<file path="src/rtl/muldiv_unit.sv">
// muldiv_unit: iterative signed/unsigned multiply/divide engine that owns HI/LO.
// Shift-add multiply and restoring divide run on magnitudes; FIX applies the signs and writes HI/LO.
module muldiv_unit #(
  parameter int WIDTH = 32
) (
  input  logic             clk,
  input  logic             rst,
  input  logic             start,
  input  logic [2:0]       op,
  input  logic             cancel,
  input  logic [WIDTH-1:0] a,
  input  logic [WIDTH-1:0] b,
  output logic             busy,
  output logic             done,
  output logic             div_zero,
  output logic [WIDTH-1:0] hi,
  output logic [WIDTH-1:0] lo
);
  localparam int CW = $clog2(WIDTH);
  typedef enum logic [1:0] {IDLE, RUN, FIX} state_t;
  state_t             state_q, state_d;
  logic [CW-1:0]      cnt_q, cnt_d;
  logic [2*WIDTH-1:0] p_q, p_d, res;
  logic [WIDTH-1:0]   mc_q, mc_d, a_q, a_d, hi_q, hi_d, lo_q, lo_d;
  logic [WIDTH-1:0]   mag_a, mag_b, q_f, r_f;
  logic [WIDTH:0]     sum, up, diff;
  logic               div_q, div_d, rsgn_q, rsgn_d, msgn_q, msgn_d, dz_q, dz_d;
  logic               busy_q, done_q, dzo_q, done_d, a_neg, b_neg, ge;
  assign a_neg = !op[0] && a[WIDTH-1];
  assign b_neg = !op[0] && b[WIDTH-1];
  assign mag_a = a_neg ? -a : a;
  assign mag_b = b_neg ? -b : b;
  // p_q holds {accumulator/remainder, multiplier/quotient}; mc_q is multiplicand or divisor
  assign sum   = {1'b0, p_q[2*WIDTH-1:WIDTH]} + (p_q[0] ? {1'b0, mc_q} : '0);
  assign up    = p_q[2*WIDTH-1:WIDTH-1];
  assign diff  = up - {1'b0, mc_q};
  assign ge    = !diff[WIDTH];
  assign q_f   = rsgn_q ? -p_q[WIDTH-1:0] : p_q[WIDTH-1:0];
  assign r_f   = msgn_q ? -p_q[2*WIDTH-1:WIDTH] : p_q[2*WIDTH-1:WIDTH];
  assign res   = !div_q ? (rsgn_q ? -p_q : p_q) : dz_q ? {a_q, {WIDTH{1'b1}}} : {r_f, q_f};
  assign done_d = state_q == FIX && !cancel;
  always_comb begin
    state_d = state_q;
    cnt_d   = cnt_q;
    p_d     = p_q;
    mc_d    = mc_q;
    a_d     = a_q;
    div_d   = div_q;
    rsgn_d  = rsgn_q;
    msgn_d  = msgn_q;
    dz_d    = dz_q;
    hi_d    = hi_q;
    lo_d    = lo_q;
    if (state_q != IDLE && cancel) begin
      state_d = IDLE;
    end else if (state_q == IDLE && start && !cancel) begin
      if (!op[2]) begin
        state_d = RUN;
        cnt_d   = CW'(WIDTH - 1);
        div_d   = op[1];
        a_d     = a;
        rsgn_d  = a_neg ^ b_neg;
        msgn_d  = a_neg;
        dz_d    = op[1] && b == '0;
        mc_d    = op[1] ? mag_b : mag_a;
        p_d     = {{WIDTH{1'b0}}, op[1] ? mag_a : mag_b};
      end else if (!op[1]) begin
        hi_d = op[0] ? hi_q : a;
        lo_d = op[0] ? a : lo_q;
      end
    end else if (state_q == RUN) begin
      p_d     = div_q ? {ge ? diff[WIDTH-1:0] : up[WIDTH-1:0], p_q[WIDTH-2:0], ge}
                      : {sum, p_q[WIDTH-1:1]};
      cnt_d   = cnt_q - CW'(cnt_q != '0);
      state_d = cnt_q == '0 ? FIX : RUN;
    end else if (state_q == FIX) begin
      {hi_d, lo_d} = res;
      state_d      = IDLE;
    end
  end
  always_ff @(posedge clk or negedge rst) begin
    if (!rst) begin
      state_q <= IDLE;
      cnt_q   <= '0;
      p_q     <= '0;
      mc_q    <= '0;
      a_q     <= '0;
      div_q   <= 1'b0;
      rsgn_q  <= 1'b0;
      msgn_q  <= 1'b0;
      dz_q    <= 1'b0;
      hi_q    <= '0;
      lo_q    <= '0;
      busy_q  <= 1'b0;
      done_q  <= 1'b0;
      dzo_q   <= 1'b0;
    end else begin
      state_q <= state_d;
      cnt_q   <= cnt_d;
      p_q     <= p_d;
      mc_q    <= mc_d;
      a_q     <= a_d;
      div_q   <= div_d;
      rsgn_q  <= rsgn_d;
      msgn_q  <= msgn_d;
      dz_q    <= dz_d;
      hi_q    <= hi_d;
      lo_q    <= lo_d;
      busy_q  <= state_d != IDLE;
      done_q  <= done_d;
      dzo_q   <= done_d && div_q && dz_q;
    end
  end
  assign busy     = busy_q;
  assign done     = done_q;
  assign div_zero = dzo_q;
  assign hi       = hi_q;
  assign lo       = lo_q;
endmodule

</file>
<file path="config.mk">
export PLATFORM = sky130hd
export DESIGN_NAME = muldiv_unit
export DESIGN_NICKNAME = d
export VERILOG_FILES = /design/src/rtl/muldiv_unit.sv
export SDC_FILE = /design/constraint.sdc
export NUM_CORES = 1
export LEC_CHECK = 0
export BUFFER_PORTS_ARGS = -buffer_cell sky130_fd_sc_hd__buf_2
export CORE_MARGIN = 2
export CORE_UTILIZATION = 55
export DETAILED_ROUTE_END_ITERATION = 16
export PLACE_DENSITY = 0.82
export SYNTH_ARGS = -nofsm -noshare
export SYNTH_HDL_FRONTEND = slang
export SYNTH_SLANG_ARGS = --single-unit
export TNS_END_PERCENT = 1
</file>
<file path="constraint.sdc">
create_clock -name clk -period 9.45 [get_ports clk]
set_input_delay 0.4725 -clock clk [delete_from_list [all_inputs] [get_ports clk]]
set_output_delay 0.4725 -clock clk [all_outputs]
set_load 0.05 [all_outputs]
</file>
## Yosys cells after proc, flatten, opt, wreduce, memory -nomap -nowiden

Cells that the tools add are included.

- Output and inout bits: 67
- Register bits after elaboration: 206
- Word-level logic and storage cells: 93
- Input bits: 71

- Multiplexer cells: 36
- Reduce and logical (&&, ||, !) cells: 24
- Bitwise operators: 3
- Add/subtract/negate cells: 8
- Equal/unequal tests: 8

Operator list:

| kind | count |
|---|---|
| two-way mux 32 bit | 20 |
| two-way mux 64 bit | 7 |
| negation 32 bit | 4 |
| negation 64 bit | 1 |
| adder 32 x 32 -> 33 bit | 1 |
| subtractor 33 x 32 -> 33 bit | 1 |
| zero test 32 bit | 1 |
| two-way mux 5 bit | 3 |
| two-way mux 2 bit | 6 |
| inequality test 2 bit, second input constant | 6 |
| AND reduction 6 bit | 2 |
| logical AND 1 bit | 9 |
| nonzero test 2 bit | 4 |
| AND reduction 3 bit | 2 |
| zero test 5 bit | 1 |
| nonzero test 5 bit | 1 |
| subtractor 5 x 1 -> 5 bit | 1 |
| zero test 1 bit | 3 |
| == test 2 x 1 -> 1 bit, second input constant | 1 |
| == test 2 bit, second input constant | 1 |
| zero test 2 bit | 1 |
| NOT 1 bit | 2 |
| XOR 1 bit | 1 |

## Logic depth before layout (Yosys ltp)

- Depth in word-level cells: 7
- Gate-level depth with buffers: 15
- Gate-level depth less buffers: 13

## Worst setup path after synthesis

No wires, ideal clock.

- Kind: reg2reg
- Start point: register p_q[0]
- End point: register p_q[61]
- Setup slack: 5.846 ns
- Setup time: 0.131 ns
- Stages on the path, launching flop included: 15
- Required time: 9.319 ns
- Arrival time: 3.473 ns
- Path through: dfrtp_1 -> clkbuf_1 -> inv_1 -> clkbuf_1 -> nor2_1 -> ha_1 -> a21o_1 -> a2111oi_0 -> nor3b_1 -> a211oi_1 -> a211oi_1 -> o221ai_1 -> o21ai_0 -> mux2i_1 -> or3_1

- Word-level cells in the longest chain between the ends: 5

RTL lines:

| item | line | RTL |
|---|---|---|
| start, declared | 23 | `logic [2*WIDTH-1:0] p_q, p_d, res;` |
| start signal, assigned | 100 | `p_q <= p_d;` |
| two-way mux 32 bit | 34 | `assign sum = {1'b0, p_q[2*WIDTH-1:WIDTH]} + (p_q[0] ? {1'b0, mc_q} : '0);` |
| adder 32 x 32 -> 33 bit | 34 |  |
| two-way mux 64 bit | 72 | `p_d = div_q ? {ge ? diff[WIDTH-1:0] : up[WIDTH-1:0], p_q[WIDTH-2:0], ge}` |
| two-way mux 64 bit | 71 | `end else if (state_q == RUN) begin` |
| two-way mux 64 bit | 56 | `end else if (state_q == IDLE && start && !cancel) begin` |

No other way between the ends. The select of a mux whose other input is x is not followed.
A chain may end at the register's enable or synchronous reset.

## Final worst setup path

Same ends and word-level chain as after synthesis.

==> flow_metrics.env <==
export IMPL_die_h_um=181
export IMPL_cp_end_kind="flip-flop"
export IMPL_design_core_area_um2=30700
export IMPL_ios=138
export IMPL_period_share=0.513
export IMPL_fin_setup_tns_ns=0
export IMPL_cts_tree="yes"
export IMPL_skew_ns=0.0183
export IMPL_yosysUniqueCellTypes=83
export IMPL_syn_inst=2211
export IMPL_synthArstFlopShare=1.00
export IMPL_r2r_end="p_q[61]$_DFFE_PN0P_"
export IMPL_syn_avg_cell_area_um2=7.77
export IMPL_final_cells=2651
export IMPL_r2r_slack_ns=4.60
export IMPL_grt_pass1_wl_mm=95.2
export IMPL_drt_initial_drc_count=1972
export IMPL_cts_buffers=25
export IMPL_holdCritPathClass="input port to flip-flop"
export IMPL_first_global_vias=16800
export IMPL_drt_pass1_iter_count=6
export IMPL_cts_resized=0
export IMPL_ir_worst_vdd_mv=0.181
export IMPL_fin_crit_ns=4.85
export IMPL_hold_violations=0
export IMPL_post_cts_buffers=0
export IMPL_fmax_mhz=206
export IMPL_port_buffers=137
export IMPL_remaining_drc_errors=0
export IMPL_start_util=0.560
export IMPL_timing_rr_start="p_q[0]$_DFFE_PN0P_"
export IMPL_clockBufferDepth=3
export IMPL_maxCapViolations=0
export IMPL_status="finished clean"
export IMPL_tightest_slew_ns=1.20
export IMPL_synth_seq_area_share=0.300
export IMPL_rsz0062_at_grt="no"
export IMPL_worstPathRequired_ns=9.86
export IMPL_hold_start="op[1]"
export IMPL_insertion_delay_ns=0.54
export IMPL_final_common_cell="nand2_1"
export IMPL_worst_r2r_cell_count=12
export IMPL_die_w_um=181
export IMPL_ant_nets=0
export IMPL_crit_arrival_ns=5.26
export IMPL_place_gp_congestion=1.02
export IMPL_drive_gt1_frac=0.109
export IMPL_cts_root_buf="clkbuf_16"
export IMPL_holdPathEnd="div_q$_DFFE_PN0P_"
export IMPL_path_clk_slew_ns=0.06
export IMPL_slew_violations=0
export IMPL_synth_edf_count=0
export IMPL_crit_type="flip-flop to flip-flop"
export IMPL_syn_cell_area_um2=17200
export IMPL_yosysWarnings=0
export IMPL_hpwl_mm=44.7
export IMPL_worst_hold_slack_ns=0.241
export IMPL_critPathMaxFanout=31
export IMPL_holdPathStages=3
export IMPL_grt_usage=0.366
export IMPL_p_leak_nw=8.35
export IMPL_clock_sinks=206
export IMPL_grt_max_degree=107
export IMPL_layout_common_cells="nand2_1, o21ai_0, dfrtp_1"
export IMPL_slew_headroom=0.191
export IMPL_setup_viol=0
export IMPL_placementRows=64
export IMPL_grt_overflow_total=0
export IMPL_synth_main_ff_cell="dfrtp_1"
export IMPL_startpoint_type="flip-flop"
export IMPL_h_tree_depth=1
export IMPL_route_vias_total=17600
export IMPL_die_area_um2=32700
export IMPL_area_growth_pct=9.59
export IMPL_syn_nets=2354
export IMPL_antenna_found_initial=1
export IMPL_ys_seq_elements=206
export IMPL_layout_nets=2379
export IMPL_wl_mm=61.1
export IMPL_power_per_cell_area_nw_per_um2=308
export IMPL_viasPerCell=6.65
export IMPL_wl_per_cell_um=23.0
export IMPL_placedCellCount=2604
## Yosys cell counts, types with 20 or more instances
cell type / instances / area share
nand2_1: 337 / 0.074
o21ai_0: 207 / 0.060
dfrtp_1: 206 / 0.30
nor2_1: 170 / 0.037
a21oi_1: 159 / 0.046
clkbuf_1: 143 / 0.031
xnor2_1: 104 / 0.053
xor2_1: 75 / 0.038
ha_1: 70 / 0.051
inv_1: 70 / 0.015
mux2i_1: 70 / 0.041
o22ai_1: 42 / 0.015
o211ai_1: 41 / 0.018
nor3_1: 37 / 0.011
or3_1: 34 / 0.012
o221ai_1: 29 / 0.015
nand3_1: 26 / 0.0076
a21o_1: 25 / 0.011
a31oi_1: 23 / 0.0084
o31ai_1: 23 / 0.010
a22oi_1: 20 / 0.0087
o21a_1: 20 / 0.0087
## through the flow
stage,instance area [um2],setup WS [ns],power [mW],utilization
after floorplan,17200,5.85,3.86,-
after global placement,17900,4.86,4.62,0.585
after detailed placement,17900,4.80,4.68,0.585
after CTS,18800,4.78,5.72,0.614
after global routing,18800,4.25,6.17,0.614
final,18800,4.60,5.80,0.614
## power by group
part | switching, mW | internal [mW]
clock | 0.398 | 0.633
sequential | 0.398 | 1.13
combinational | 2.06 | 1.18
## metal layers
metal	part of all wire	global-route usage
met1	0.39	0.472
met2	0.44	0.575
met3	0.10	0.0826
met4	0.064	0.193
met5	0	0
## worst max-delay path: stages (launching register included)
cell and delay (ns):
dfrtp_1 0.48, inv_1 0.86, nor2_1 0.12, ha_1 0.39, a21o_1 0.20, a2111oi_0 0.64
nor3b_1 0.11, a211oi_1 0.65, a211oi_1 0.21, o221ai_1 0.32, o21ai_0 0.20, mux2i_1 0.15
or3_1 0.37
## final cells by class
type,count,area [um2]
Inverter,71,267
Clock buffer,34,709
Multi-Input combinational cell,1773,11200
Tap cell,396,495
Timing Repair Buffer,159,865
Clock inverter,11,164
Sequential cell,206,5160
Antenna cell,1,2.50
Fill cell,2705,11800
## timing repair
item                       in CTS  in global routing
hold buffers                    1                  0
setup endpoints to repair       0                  0
hold endpoints to repair       60                  0
## state kept, by name, indices dropped and copies added, names as in the netlist
name and cells:
dz_q 1, a_q 32, cnt_q 5, p_q 64
busy 1, msgn_q 1, div_q 1, hi 32
mc_q 32, state_q 2, lo 32, done 1
div_zero 1, rsgn_q 1
## worst max-delay path by stage
stage	startpoint	end	cells after the start
floorplan	p_q[0]$_DFFE_PN0P_	p_q[61]$_DFFE_PN0P_	14
global placement	p_q[0]$_DFFE_PN0P_	p_q[61]$_DFFE_PN0P_	12
detailed placement	p_q[0]$_DFFE_PN0P_	p_q[61]$_DFFE_PN0P_	12
CTS	p_q[0]$_DFFE_PN0P_	p_q[61]$_DFFE_PN0P_	12
global route	p_q[0]$_DFFE_PN0P_	p_q[61]$_DFFE_PN0P_	12
finish	p_q[0]$_DFFE_PN0P_	p_q[61]$_DFFE_PN0P_	12
## logic make-up (layout without fill, tap and decap cells)
family,Yosys count,count (layout),share of synthesized area
and+or+nand+nor,742,742,0.201
other,0,1,0
AOI/OAI and AO/OA,705,705,0.258
xor gates and xnor gates,179,179,0.0913
DFF,206,206,0.300
adders and majority gates,72,72,0.0533
muxes,75,75,0.0441
buffers and inverters,232,275,0.0523
(Power assumes the default switching activity.)
